<file path="config.mk">
export PLATFORM = sky130hd
export DESIGN_NAME = usr_serial_rx
export DESIGN_NICKNAME = d
export VERILOG_FILES = /design/src/rtl/usr_pkg.sv /design/src/rtl/usr_serial_rx.sv
export SDC_FILE = /design/constraint.sdc
export NUM_CORES = 1
export LEC_CHECK = 0
export CORE_MARGIN = 4
export CORE_UTILIZATION = 48
export DETAILED_ROUTE_END_ITERATION = 6
export GPL_TIMING_DRIVEN = 0
export MAX_ROUTING_LAYER = met4
export PLACE_DENSITY_LB_ADDON = 0.3
export SYNTH_ARGS = -nofsm -noshare
export SYNTH_HDL_FRONTEND = slang
export SYNTH_SLANG_ARGS = --single-unit
</file>
<file path="constraint.sdc">
create_clock -name CLK -period 1.35 [get_ports CLK]
set_input_delay 0.2025 -clock CLK [delete_from_list [all_inputs] [get_ports CLK]]
set_output_delay 0.2025 -clock CLK [all_outputs]
set_load 0.01 [all_outputs]
</file>
<file path="src/rtl/usr_pkg.sv">
// Shared definitions for the universal shift register and its serial receiver:
// receiver state encoding, default word width and the serial line idle level.
package usr_pkg;

  typedef enum logic [1:0] {
    ST_IDLE   = 2'd0,
    ST_DATA   = 2'd1,
    ST_PARITY = 2'd2,
    ST_STOP   = 2'd3
  } usr_state_e;

  localparam int   USR_WIDTH = 4;
  localparam logic LINE_IDLE = 1'b1;

endpackage

</file>
<file path="src/rtl/usr_serial_rx.sv">
// Strobe-sampled serial receiver: start bit, WIDTH data bits, optional even parity,
// stop bit; each frame lands in a valid/ready output register with error status.
module usr_serial_rx
  import usr_pkg::*;
#(
  parameter int WIDTH     = USR_WIDTH,
  parameter bit PARITY_EN = 1'b1
) (
  input  logic             CLK,
  input  logic             RST,
  input  logic             CLR,
  input  logic             SERIAL_IN,
  input  logic             BIT_EN,
  output logic [0:WIDTH-1] DATA_OUT,
  output logic             DATA_VALID,
  input  logic             DATA_READY,
  output logic             PARITY_ERR,
  output logic             FRAME_ERR,
  output logic             OVERRUN,
  output logic             BUSY
);

  localparam int               CNT_W    = $clog2(WIDTH + 1);
  localparam logic [CNT_W-1:0] LAST_BIT = CNT_W'(WIDTH - 1);

  usr_state_e       state_q, state_d;
  logic [CNT_W-1:0] cnt_q, cnt_d;
  logic [0:WIDTH-1] shift_q, shift_d;
  logic             perr_int_q, perr_int_d;
  logic             ferr_int_q, ferr_int_d;
  logic             commit_q, commit_d;

  logic [0:WIDTH-1] data_q, data_d;
  logic             valid_q, valid_d;
  logic             perr_q, perr_d;
  logic             ferr_q, ferr_d;
  logic             ovr_q, ovr_d;

  // Frame FSM: every transition is gated by the bit strobe.
  always_comb begin
    state_d    = state_q;
    cnt_d      = cnt_q;
    shift_d    = shift_q;
    perr_int_d = perr_int_q;
    ferr_int_d = ferr_int_q;
    commit_d   = 1'b0;
    if (BIT_EN) begin
      case (state_q)
        ST_IDLE: begin
          if (SERIAL_IN != LINE_IDLE) begin
            state_d    = ST_DATA;
            cnt_d      = '0;
            perr_int_d = 1'b0;
          end
        end
        ST_DATA: begin
          for (int i = 0; i < WIDTH; i++) begin
            if (cnt_q == CNT_W'(i)) shift_d[i] = SERIAL_IN;
          end
          cnt_d = cnt_q + CNT_W'(1);
          if (cnt_q == LAST_BIT) state_d = PARITY_EN ? ST_PARITY : ST_STOP;
        end
        ST_PARITY: begin
          perr_int_d = ^{shift_q, SERIAL_IN};
          state_d    = ST_STOP;
        end
        ST_STOP: begin
          ferr_int_d = (SERIAL_IN != LINE_IDLE);
          commit_d   = 1'b1;
          state_d    = ST_IDLE;
        end
        default: state_d = ST_IDLE;
      endcase
    end
  end

  // The commit lands one edge after the stop sample; a full, undrained register drops it.
  always_comb begin
    data_d  = data_q;
    valid_d = valid_q;
    perr_d  = perr_q;
    ferr_d  = ferr_q;
    ovr_d   = ovr_q;
    if (commit_q) begin
      if (!valid_q || DATA_READY) begin
        data_d  = shift_q;
        perr_d  = PARITY_EN ? perr_int_q : 1'b0;
        ferr_d  = ferr_int_q;
        valid_d = 1'b1;
      end else begin
        ovr_d = 1'b1;
      end
    end else if (valid_q && DATA_READY) begin
      valid_d = 1'b0;
    end
  end

  always_ff @(posedge CLK or negedge RST) begin
    if (!RST) begin
      state_q    <= ST_IDLE;
      cnt_q      <= '0;
      shift_q    <= '0;
      perr_int_q <= 1'b0;
      ferr_int_q <= 1'b0;
      commit_q   <= 1'b0;
      data_q     <= '0;
      valid_q    <= 1'b0;
      perr_q     <= 1'b0;
      ferr_q     <= 1'b0;
      ovr_q      <= 1'b0;
    end else if (!CLR) begin
      state_q    <= ST_IDLE;
      cnt_q      <= '0;
      shift_q    <= '0;
      perr_int_q <= 1'b0;
      ferr_int_q <= 1'b0;
      commit_q   <= 1'b0;
      data_q     <= '0;
      valid_q    <= 1'b0;
      perr_q     <= 1'b0;
      ferr_q     <= 1'b0;
      ovr_q      <= 1'b0;
    end else begin
      state_q    <= state_d;
      cnt_q      <= cnt_d;
      shift_q    <= shift_d;
      perr_int_q <= perr_int_d;
      ferr_int_q <= ferr_int_d;
      commit_q   <= commit_d;
      data_q     <= data_d;
      valid_q    <= valid_d;
      perr_q     <= perr_d;
      ferr_q     <= ferr_d;
      ovr_q      <= ovr_d;
    end
  end

  assign DATA_OUT   = data_q;
  assign DATA_VALID = valid_q;
  assign PARITY_ERR = perr_q;
  assign FRAME_ERR  = ferr_q;
  assign OVERRUN    = ovr_q;
  assign BUSY       = (state_q != ST_IDLE);

endmodule

</file>
==> results of run 1 <==
[registers in the layout, summed over array words and instances, names as in the netlist]
name	count
DATA_OUT	4
FRAME_ERR	1
PARITY_ERR	1
perr_int_q	1
ferr_int_q	1
OVERRUN	1
shift_q	4
DATA_VALID	1
commit_q	1
state_q	2
cnt_q	3
[layout by cell type, fill, tap and decap left out, types with 2 or more instances in the layout]
master,instances
dfrtp_1,20
a21oi_1,14
nand3_1,9
buf_4,9
dlygate4sd2_1,8
nor2_1,7
o21ai_1,6
ha_1,6
inv_1,5
o21ai_0,5
mux2i_1,4
clkdlybuf4s50_1,4
nand4b_1,3
clkbuf_4,3
inv_2,2
nand2_1,2
buf_2,2
nand2b_1,2
buf_6,2
and2b_2,2
ha_2,2
ha_4,2
[logic make-up (layout without fill, tap and decap cells)]
logic type               Yosys count  count (layout)  share of synthesized area (%)
XOR/XNOR                           3               3                           5.24
AO/OA/AOI/OAI                     28              28                           14.0
buffers and inverters             12              38                           4.90
multiplexers                       4               4                           3.57
AND/OR/NAND/NOR                   33              33                           16.5
adder cells (fa/ha/maj)           10              10                           11.1
flip-flops                        20              20                           44.6
[final cells by class]
cell class | count | area (um^2) | share of cell area, %
tap | 28 | 35.0 | 2.41
timing repair buffer | 23 | 194 | 13.3
inverter | 8 | 30.0 | 2.06
multi-input combinational | 78 | 624 | 42.9
clock buffer | 3 | 22.5 | 1.55
buffer | 3 | 20.0 | 1.37
sequential | 20 | 500 | 34.4
clock inverter | 1 | 30.0 | 2.06
[per-stage QoR]
stage | worst slack, ns | instances | hold slack [ns] | power, mW
detailed placement | -0.247 | 151 | 0.482 | 0.788
global placement | -0.221 | 151 | 0.490 | 0.784
floorplan | 0.0181 | 110 | -0.0931 | 0.728
finish | -0.0246 | 164 | 0.223 | 1.34
CTS | 0.000924 | 161 | 0.213 | 1.33
global route | -0.0739 | 164 | 0.254 | 1.39
[final timing paths]
kind | to | depth (start not counted)
min in group asynchronous | DATA_OUT[1] | 1
min reg2reg | OVERRUN | 2
max in group asynchronous | state_q[0] | 1
min | shift_q[0] | 3
max reg2reg | perr_int_q | 6
max | perr_int_q | 6
[per-layer routing]
layer / GRT usage (%) / vias up / wire (um)
met4: 8.14 / 0 / 52
li1: - / 436 / -
met5: - / - / 0
met1: 18.8 / 413 / 993
met3: 2.53 / 5 / 86
met2: 30.6 / 19 / 1330
[timing repair]
action                     4_1_cts  5_1_grt
pin swaps                        3        2
gates cloned                     0        0
resized for setup               23        4
setup endpoints to repair       16       12
buffers inserted                 7        3
[synth_stat cells, drive strengths merged]
master	number
dfrtp	20
a21oi	14
o21ai	11
ha	10
nand3	10
inv	7
nor2	7
mux2i	4
buf	3
nand4b	3
and2b	2
nand2	2
nand2b	2
nor2b	2
a21bo	1
a21boi	1
a32o	1
and3	1
clkbuf	1
clkinv	1
nand3b	1
nor3	1
nor4	1
or2	1
xnor2	1
xnor3	1
xor2	1
[worst min-delay path: stages]
cell and delay, ns:
buf_6 0.14, mux2i_1 0.08, nor2_1 0.08
[power groups by stage]
stage	registers, mW	clock network, mW	logic, mW
after global placement	0.629	0	0.155
final	0.615	0.496	0.228
after CTS	0.615	0.506	0.212
after detailed placement	0.630	0	0.158
after global routing	0.617	0.529	0.249
after floorplan	0.627	0	0.101
==> results_dict.tcl, run 1 <==
set metrics [dict create \
    status "finished, violations left" \
    failed_checks "negative setup slack" \
    seq_power_share_pct 45.9 \
    vias_per_cell 5.32 \
    tns_ns -0.0314 \
    final-max-slew-violation-count 0 \
    hold_start "SERIAL_IN" \
    clk_pin_slew_ns 0.12 \
    first_pass_iters 4 \
    synth_seq_cells 20 \
    drt_iter0_markers 18 \
    rsz0062_at_grt "true" \
    htree_num_levels 1 \
    die_y_um 56.4 \
    timing.slew.headroom_pct 40.2 \
    clockBufferDepth 2 \
    cp.buffers_inverters 2 \
    clk_latency_ns 0.31 \
    cp_max_fo 3 \
    path_delay_family "flip-flops" \
    internal_power_mw 1.02 \
    cts_buffers 3 \
    drc 0 \
    antenna_left 0 \
    grt_pass1_wl_mm 4.14 \
    peakVddDrop_v 0.000727 \
    dieArea_um2 3180 \
    drive_gt1_share_pct 24.3 \
    power_leakage_nw 0.695 \
    start_kind "flip-flop" \
    synth.yosys.warnings 0 \
    synth_area_leaders "dfrtp_1 45%, ha_1 11%, a21oi_1 6.2%" \
    clkPwrFrac_pct 37.1 \
    cp_data_arrival_time_ns 1.58 \
    clock_sinks 20 \
    gp_congestion 0.714 \
    netlist_area_um2 1120 \
    syn_to_final_growth_pct 29.8 \
    ios 15 \
    dpl-instance-area_um2 1290 \
    synthesis.nets 126 \
    wl_per_cell_um 15.0 \
    nets 153 \
    swShare_pct 24.2 \
    startpoint "state_q[0]" \
    worstPathCellList "inv_2 -> buf_4 -> ha_2 -> and2b_2 -> o21ai_1 -> a32o_2" \
    fin_crit_ns 1.37 \
    antenna_found_initial 0 \
    cpPeakStageDelay_ns 0.41 \
    synth_top_area_share_pct 44.6 \
    setup.worst_path.class "reg2reg" \
    maxCapViolCount 0 \
    grt_pass1_vias 901 \
    num-fill-cells 172 \
    cts_tree "built" \
    n_antenna_cell 0 \
    dp.final_hpwl_mm 1.63 \
    skew_ns 0.00206 \
    numPortBuffers 13 \
    grt_max_degree 21 \
    synthCells 110 \
    hold_class "in2reg" \
    initial_core_util_pct 50.7 \
    setup_violations 2 \
    cp.required_ns 1.56 \
    placeableCoreArea_um2 2210 \
    crit_slowest_cell "dfrtp_1" \
    grt_usage_pct 17.2 \
    endpoint_kind "flip-flop" \
    via_count 873 \
    layout_worst_path_cycle_share_pct 102 \
    wl_mm 2.46 \
    root_buffer "clkbuf_4" \
    final_area_um2 1460 \
    comb_power_share_pct 17.0 \
    yosysUniqueCellTypes 29 \
    fin_ws_ns -0.0246 \
    fmax_ghz 0.728 \
    worstMarginPinSlew_ns 0.895 \
    rows 17 \
    avgSynthCellArea_um2 10.2 \
    switchingPower_mw 0.324 \
    hold_buffers 0 \
    dieWidth_um 56.4 \
    fin_util_pct 65.8 \
    r2r-start "state_q[0]" \
    yosysSeqAreaShare_pct 44.6 \
    yosys.area.top_type "dfrtp_1" \
    r2r_setup_slack_ns -0.02 \
    finalHoldViolCount 0 \
    grt-ovfl-total 0 \
    p_per_area_nw_per_um2 920 \
]
Note: power is estimated with default switching activity, not from simulation.
==> run 2, diff against run 1 <==
Settings changed: CAP_MARGIN from default to 20, PLACE_DENSITY_LB_ADDON 0.3 to 0.08.
==> run 2 against run 1 <==
The flow still finishes with violations (negative setup slack). Wire length fell by 2.5%. Clock skew fell by 0.0012 ns. Sequential share of layout area fell by 0.12 points. Critical path type unchanged.
==> results_dict.tcl, run 2 (same netlist as run 1, synthesis figures left out) <==
set metrics [dict create \
    status "finished, violations left" \
    failed_checks "negative setup slack" \
    initial_core_util_pct 50.7 \
    final_area_um2 1460 \
    dieWidth_um 56.4 \
    rsz0062_at_grt "true" \
    cp.required_ns 1.54 \
    layout_common_cells "20 x dfrtp_1, 11 x a21oi_1, 8 x dlygate4sd2_1, 8 x buf_4, 7 x nand3_1" \
    via_count 862 \
    cp_max_fo 5 \
    r2r_setup_slack_ns -0.03 \
    p_per_area_nw_per_um2 781 \
    htree_num_levels 1 \
    vias_per_cell 5.32 \
    first_pass_iters 4 \
    grt_usage_pct 16.4 \
    root_buffer "clkbuf_4" \
    ios 15 \
    drc 0 \
    cts_tree "built" \
    endpoint_kind "flip-flop" \
    clock_sinks 20 \
    grt_max_degree 21 \
    nets 152 \
    fin_ws_ns -0.0340 \
    use_met3_pct 3.91 \
    wl_mm 2.40 \
    finalHoldViolCount 0 \
    fin_crit_ns 1.38 \
    dieArea_um2 3180 \
    clk_latency_ns 0.30 \
    gp_congestion 0.817 \
    n_antenna_cell 0 \
    antenna_found_initial 0 \
    grt_pass1_vias 842 \
    final-max-slew-violation-count 0 \
    drt_iter0_markers 8 \
    dp.final_hpwl_mm 1.62 \
    power_mw 1.14 \
    timing.slew.headroom_pct 37.7 \
    clk_pin_slew_ns 0.11 \
    setup_violations 3 \
    layout_worst_path_cycle_share_pct 103 \
    rows 17 \
    worstMarginPinSlew_ns 0.932 \
    final_common_cell "dfrtp_1" \
    numPortBuffers 13 \
    antenna_left 0 \
    grt-ovfl-total 0 \
    die_y_um 56.4 \
    setup.worst_path.class "reg2reg" \
    use_met2_pct 27.9 \
    dpl-instance-area_um2 1290 \
    grt_busiest_layer "met2" \
    syn_to_final_growth_pct 30.2 \
    wl_per_cell_um 14.8 \
    fmax_ghz 0.723 \
    skew_ns 0.000873 \
    peakVddDrop_v 0.000507 \
    drive_gt1_share_pct 30.6 \
    placeableCoreArea_um2 2210 \
    power_leakage_nw 0.684 \
    met1_usage_pct 18.2 \
    hold_class "in2reg" \
    cp_data_arrival_time_ns 1.57 \
    maxCapViolCount 0 \
    cts_buffers 3 \
    clockBufferDepth 2 \
    hold_buffers 0 \
    grt_pass1_wl_mm 3.91 \
    start_kind "flip-flop" \
]
## run 2: changes by cell type in the layout (fill, tap and decap cells not counted), moves of 2 or more
| cell | before | now |
|---|---|---|
| nand3_2 | 1 | 3 |
| nand3_1 | 9 | 7 |
| a21oi_2 | 0 | 3 |
| a21oi_1 | 14 | 11 |
| o21ai_2 | 0 | 2 |
## run 2: final cells by class
type	count	area, um^2
timing repair buffer	22	186
multi-input combinational	78	666
tap	28	35.0
fill	185	751
clock buffer	3	22.5
sequential	20	500
inverter	8	30.0
buffer	3	21.3
## run 2: what timing repair did
item	in CTS	in global routing
setup endpoints to repair	18	11
pin swaps	3	8
gates resized for setup	17	22
buffers inserted	7	2
## run 2: power by group
| part | switching, mW | internal, mW |
|---|---|---|
| Sequential | 0.00894 | 0.607 |
| Combinational | 0.131 | 0.112 |
| Clock | 0.178 | 0.104 |
## run 2: critical path, stage by stage (launching register included)
cell,delay [ns]
dfrtp_1,0.41
inv_2,0.07
ha_4,0.16
buf_6,0.13
a21bo_4,0.24
nor4_2,0.21
nor3_1,0.07
## run 2: layer usage
metal / up-vias / wire (um) / part of all wire, %
met4: 0 / 47 / 2.0
li1: 429 / - / -
met2: 14 / 1180 / 49
met3: 5 / 77 / 3.2
met1: 414 / 1090 / 45
met5: - / 0 / 0
## run 2: worst paths after layout
check | start | end | cells after the start
max | state_q[0] | state_q[0] | 6
min | SERIAL_IN | shift_q[3] | 3
max reg2reg | state_q[0] | state_q[0] | 6
min reg2reg | OVERRUN | OVERRUN | 2
max in group asynchronous | RST | OVERRUN | 1
min in group asynchronous | RST | PARITY_ERR | 1
## run 2: metrics by stage
stage	setup slack [ns]	hold slack, ns	TNS (ns)	instances	util [%]
floorplan	0.0181	-0.0931	0	110	-
global placement	-0.245	0.482	-2.90	151	58.3
detailed placement	-0.257	0.499	-3.61	151	58.3
CTS	-0.0178	0.217	-0.0333	160	62.4
global route	-0.0764	0.233	-0.279	162	66.1
finish	-0.0340	0.240	-0.0674	162	66.1
==> run 3, diff against run 2 <==
Settings changed: REMOVE_ABC_BUFFERS from default to 1.
==> run 3 against run 2 <==
The run still ends with negative setup slack left. Flip-flop and latch count unchanged. Setup slack better by 0.012 ns. Clock power grew 75%. Global-route usage fell by 0.78 points. Sequential share of layout area fell by 0.60 points. Wire length shrank 7.9%. Via count grew 0.23%. Register-to-register slack hardly changed. Largest cell class unchanged. Largest power group unchanged.
==> results_dict.tcl, run 3 (same netlist as run 1, synthesis figures left out) <==
set metrics [dict create \
    startpoint "state_q[1]" \
    dieArea_um2 3180 \
    fmax_ghz 0.729 \
    r2r_cells 6 \
    clk_pin_slew_ns 0.12 \
    layout_worst_path_cycle_share_pct 102 \
    power_mw 1.35 \
    num-fill-cells 181 \
    seq_power_share_pct 45.6 \
    grt_max_degree 21 \
    switchingPower_mw 0.334 \
    nets 148 \
    grt_pass1_wl_mm 3.84 \
    cp_data_arrival_time_ns 1.57 \
    grt_usage_pct 15.6 \
    rsz0062_at_grt "true" \
    skew_ns 0.00251 \
    clk_latency_ns 0.30 \
    antenna_found_initial 0 \
    placeableCoreArea_um2 2210 \
    cts_buffers 3 \
    peakVddDrop_v 0.000636 \
    clockBufferDepth 2 \
    gp_congestion 0.821 \
    root_buffer "clkbuf_4" \
    grt_pass1_vias 818 \
    timing.slew.headroom_pct 39.6 \
    initial_core_util_pct 50.7 \
    setup.worst_path.class "reg2reg" \
    vias_per_cell 5.43 \
    grt-ovfl-total 0 \
    dp_cells 148 \
    r2r-end "perr_int_q" \
    finalHoldViolCount 0 \
    comb_power_share_pct 17.9 \
    maxCapViolCount 0 \
    cp.required_ns 1.55 \
    clkPwrFrac_pct 36.5 \
    endpoint_kind "flip-flop" \
    r2r-start "state_q[1]" \
    r2r_setup_slack_ns -0.02 \
    antenna_left 0 \
    syn_to_final_growth_pct 32.6 \
    htree_num_levels 1 \
    post-place-ws_ns -0.395 \
    clock_sinks 20 \
    start_kind "flip-flop" \
    cp_max_fo 6 \
    wl_mm 2.21 \
    first_pass_iters 6 \
    internal_power_mw 1.02 \
    via_count 864 \
    drc 0 \
    fin_cells 159 \
    worstMarginPinSlew_ns 0.903 \
    failed_checks "negative setup slack" \
    rows 17 \
    hold_class "in2async" \
    n_antenna_cell 0 \
    numPortBuffers 14 \
    layout_common_cells "20 x dfrtp_1, 11 x a21oi_1, 9 x nand3_1, 9 x dlygate4sd2_1, 7 x nor2_1" \
    dieWidth_um 56.4 \
    power_leakage_nw 0.678 \
    hold_buffers 0 \
    p_per_area_nw_per_um2 907 \
    setup_violations 1 \
    final-max-slew-violation-count 0 \
    ios 15 \
    die_y_um 56.4 \
    cts_tree "built" \
    fin_crit_ns 1.37 \
    drive_gt1_share_pct 29.8 \
    dp.final_hpwl_mm 1.52 \
    drt_iter0_markers 15 \
    wl_per_cell_um 13.9 \
    status "finished, violations left" \
    final_common_cell "dfrtp_1" \
    swShare_pct 24.7 \
    fin_ws_ns -0.0218 \
]
run 3: critical path: stages, from the launching register on:
cell and delay, ns:
dfrtp_1 0.41, inv_2 0.11, ha_4 0.15, buf_6 0.11
a21boi_4 0.07, and3_4 0.19, a32o_2 0.22
run 3: timing repair:
item / CTS / global route
resized for setup: 26 / 17
gates cloned: 0 / 0
buffers inserted: 6 / 1
setup endpoints to repair: 19 / 11
pin swaps: 2 / 6
run 3: final cells by class:
cell class / instances / area, um^2 / share of cell area, %
Inverter: 8 / 33.8 / 2.27
Timing Repair Buffer: 21 / 180 / 12.1
Clock buffer: 3 / 22.5 / 1.51
Clock inverter: 1 / 30.0 / 2.02
Multi-Input combinational cell: 78 / 686 / 46.1
Sequential cell: 20 / 500 / 33.6
Tap cell: 28 / 35.0 / 2.35
run 3: power groups by stage:
stage | registers [mW] | clock network [mW] | logic [mW]
4_1_cts | 0.615 | 0.509 | 0.205
6_report | 0.616 | 0.493 | 0.241
3_3_place_gp | 0.629 | 0 | 0.152
2_1_floorplan | 0.628 | 0 | 0.0900
3_5_place_dp | 0.630 | 0 | 0.155
5_1_grt | 0.617 | 0.542 | 0.267
run 3: metrics by stage:
step | hold WS (ns) | util [%] | cell area (um^2) | TNS [ns]
after floorplan | -0.0931 | - | 1100 | -0.0133
final | 0.399 | 67.3 | 1490 | -0.0218
after global placement | 0.486 | 57.5 | 1270 | -4.44
after detailed placement | 0.503 | 57.5 | 1270 | -4.54
after CTS | 0.422 | 63.3 | 1400 | -0.0234
after global routing | 0.455 | 67.3 | 1490 | -0.387
run 3: worst max-delay path by stage:
stage,to,slack [ns]
final,perr_int_q,-0.02
after global routing,perr_int_q,-0.09
after CTS,state_q[0],-0.02
after detailed placement,perr_int_q,-0.39
after global placement,perr_int_q,-0.39
after floorplan,perr_int_q,-0.01
run 3: per-layer routing:
metal	vias to the layer above	GRT usage (%)	share of wire [%]
li1	426	-	-
met1	423	20.2	49
met2	11	24.0	46
met3	4	2.99	3.5
met4	0	6.10	1.5
met5	-	-	0
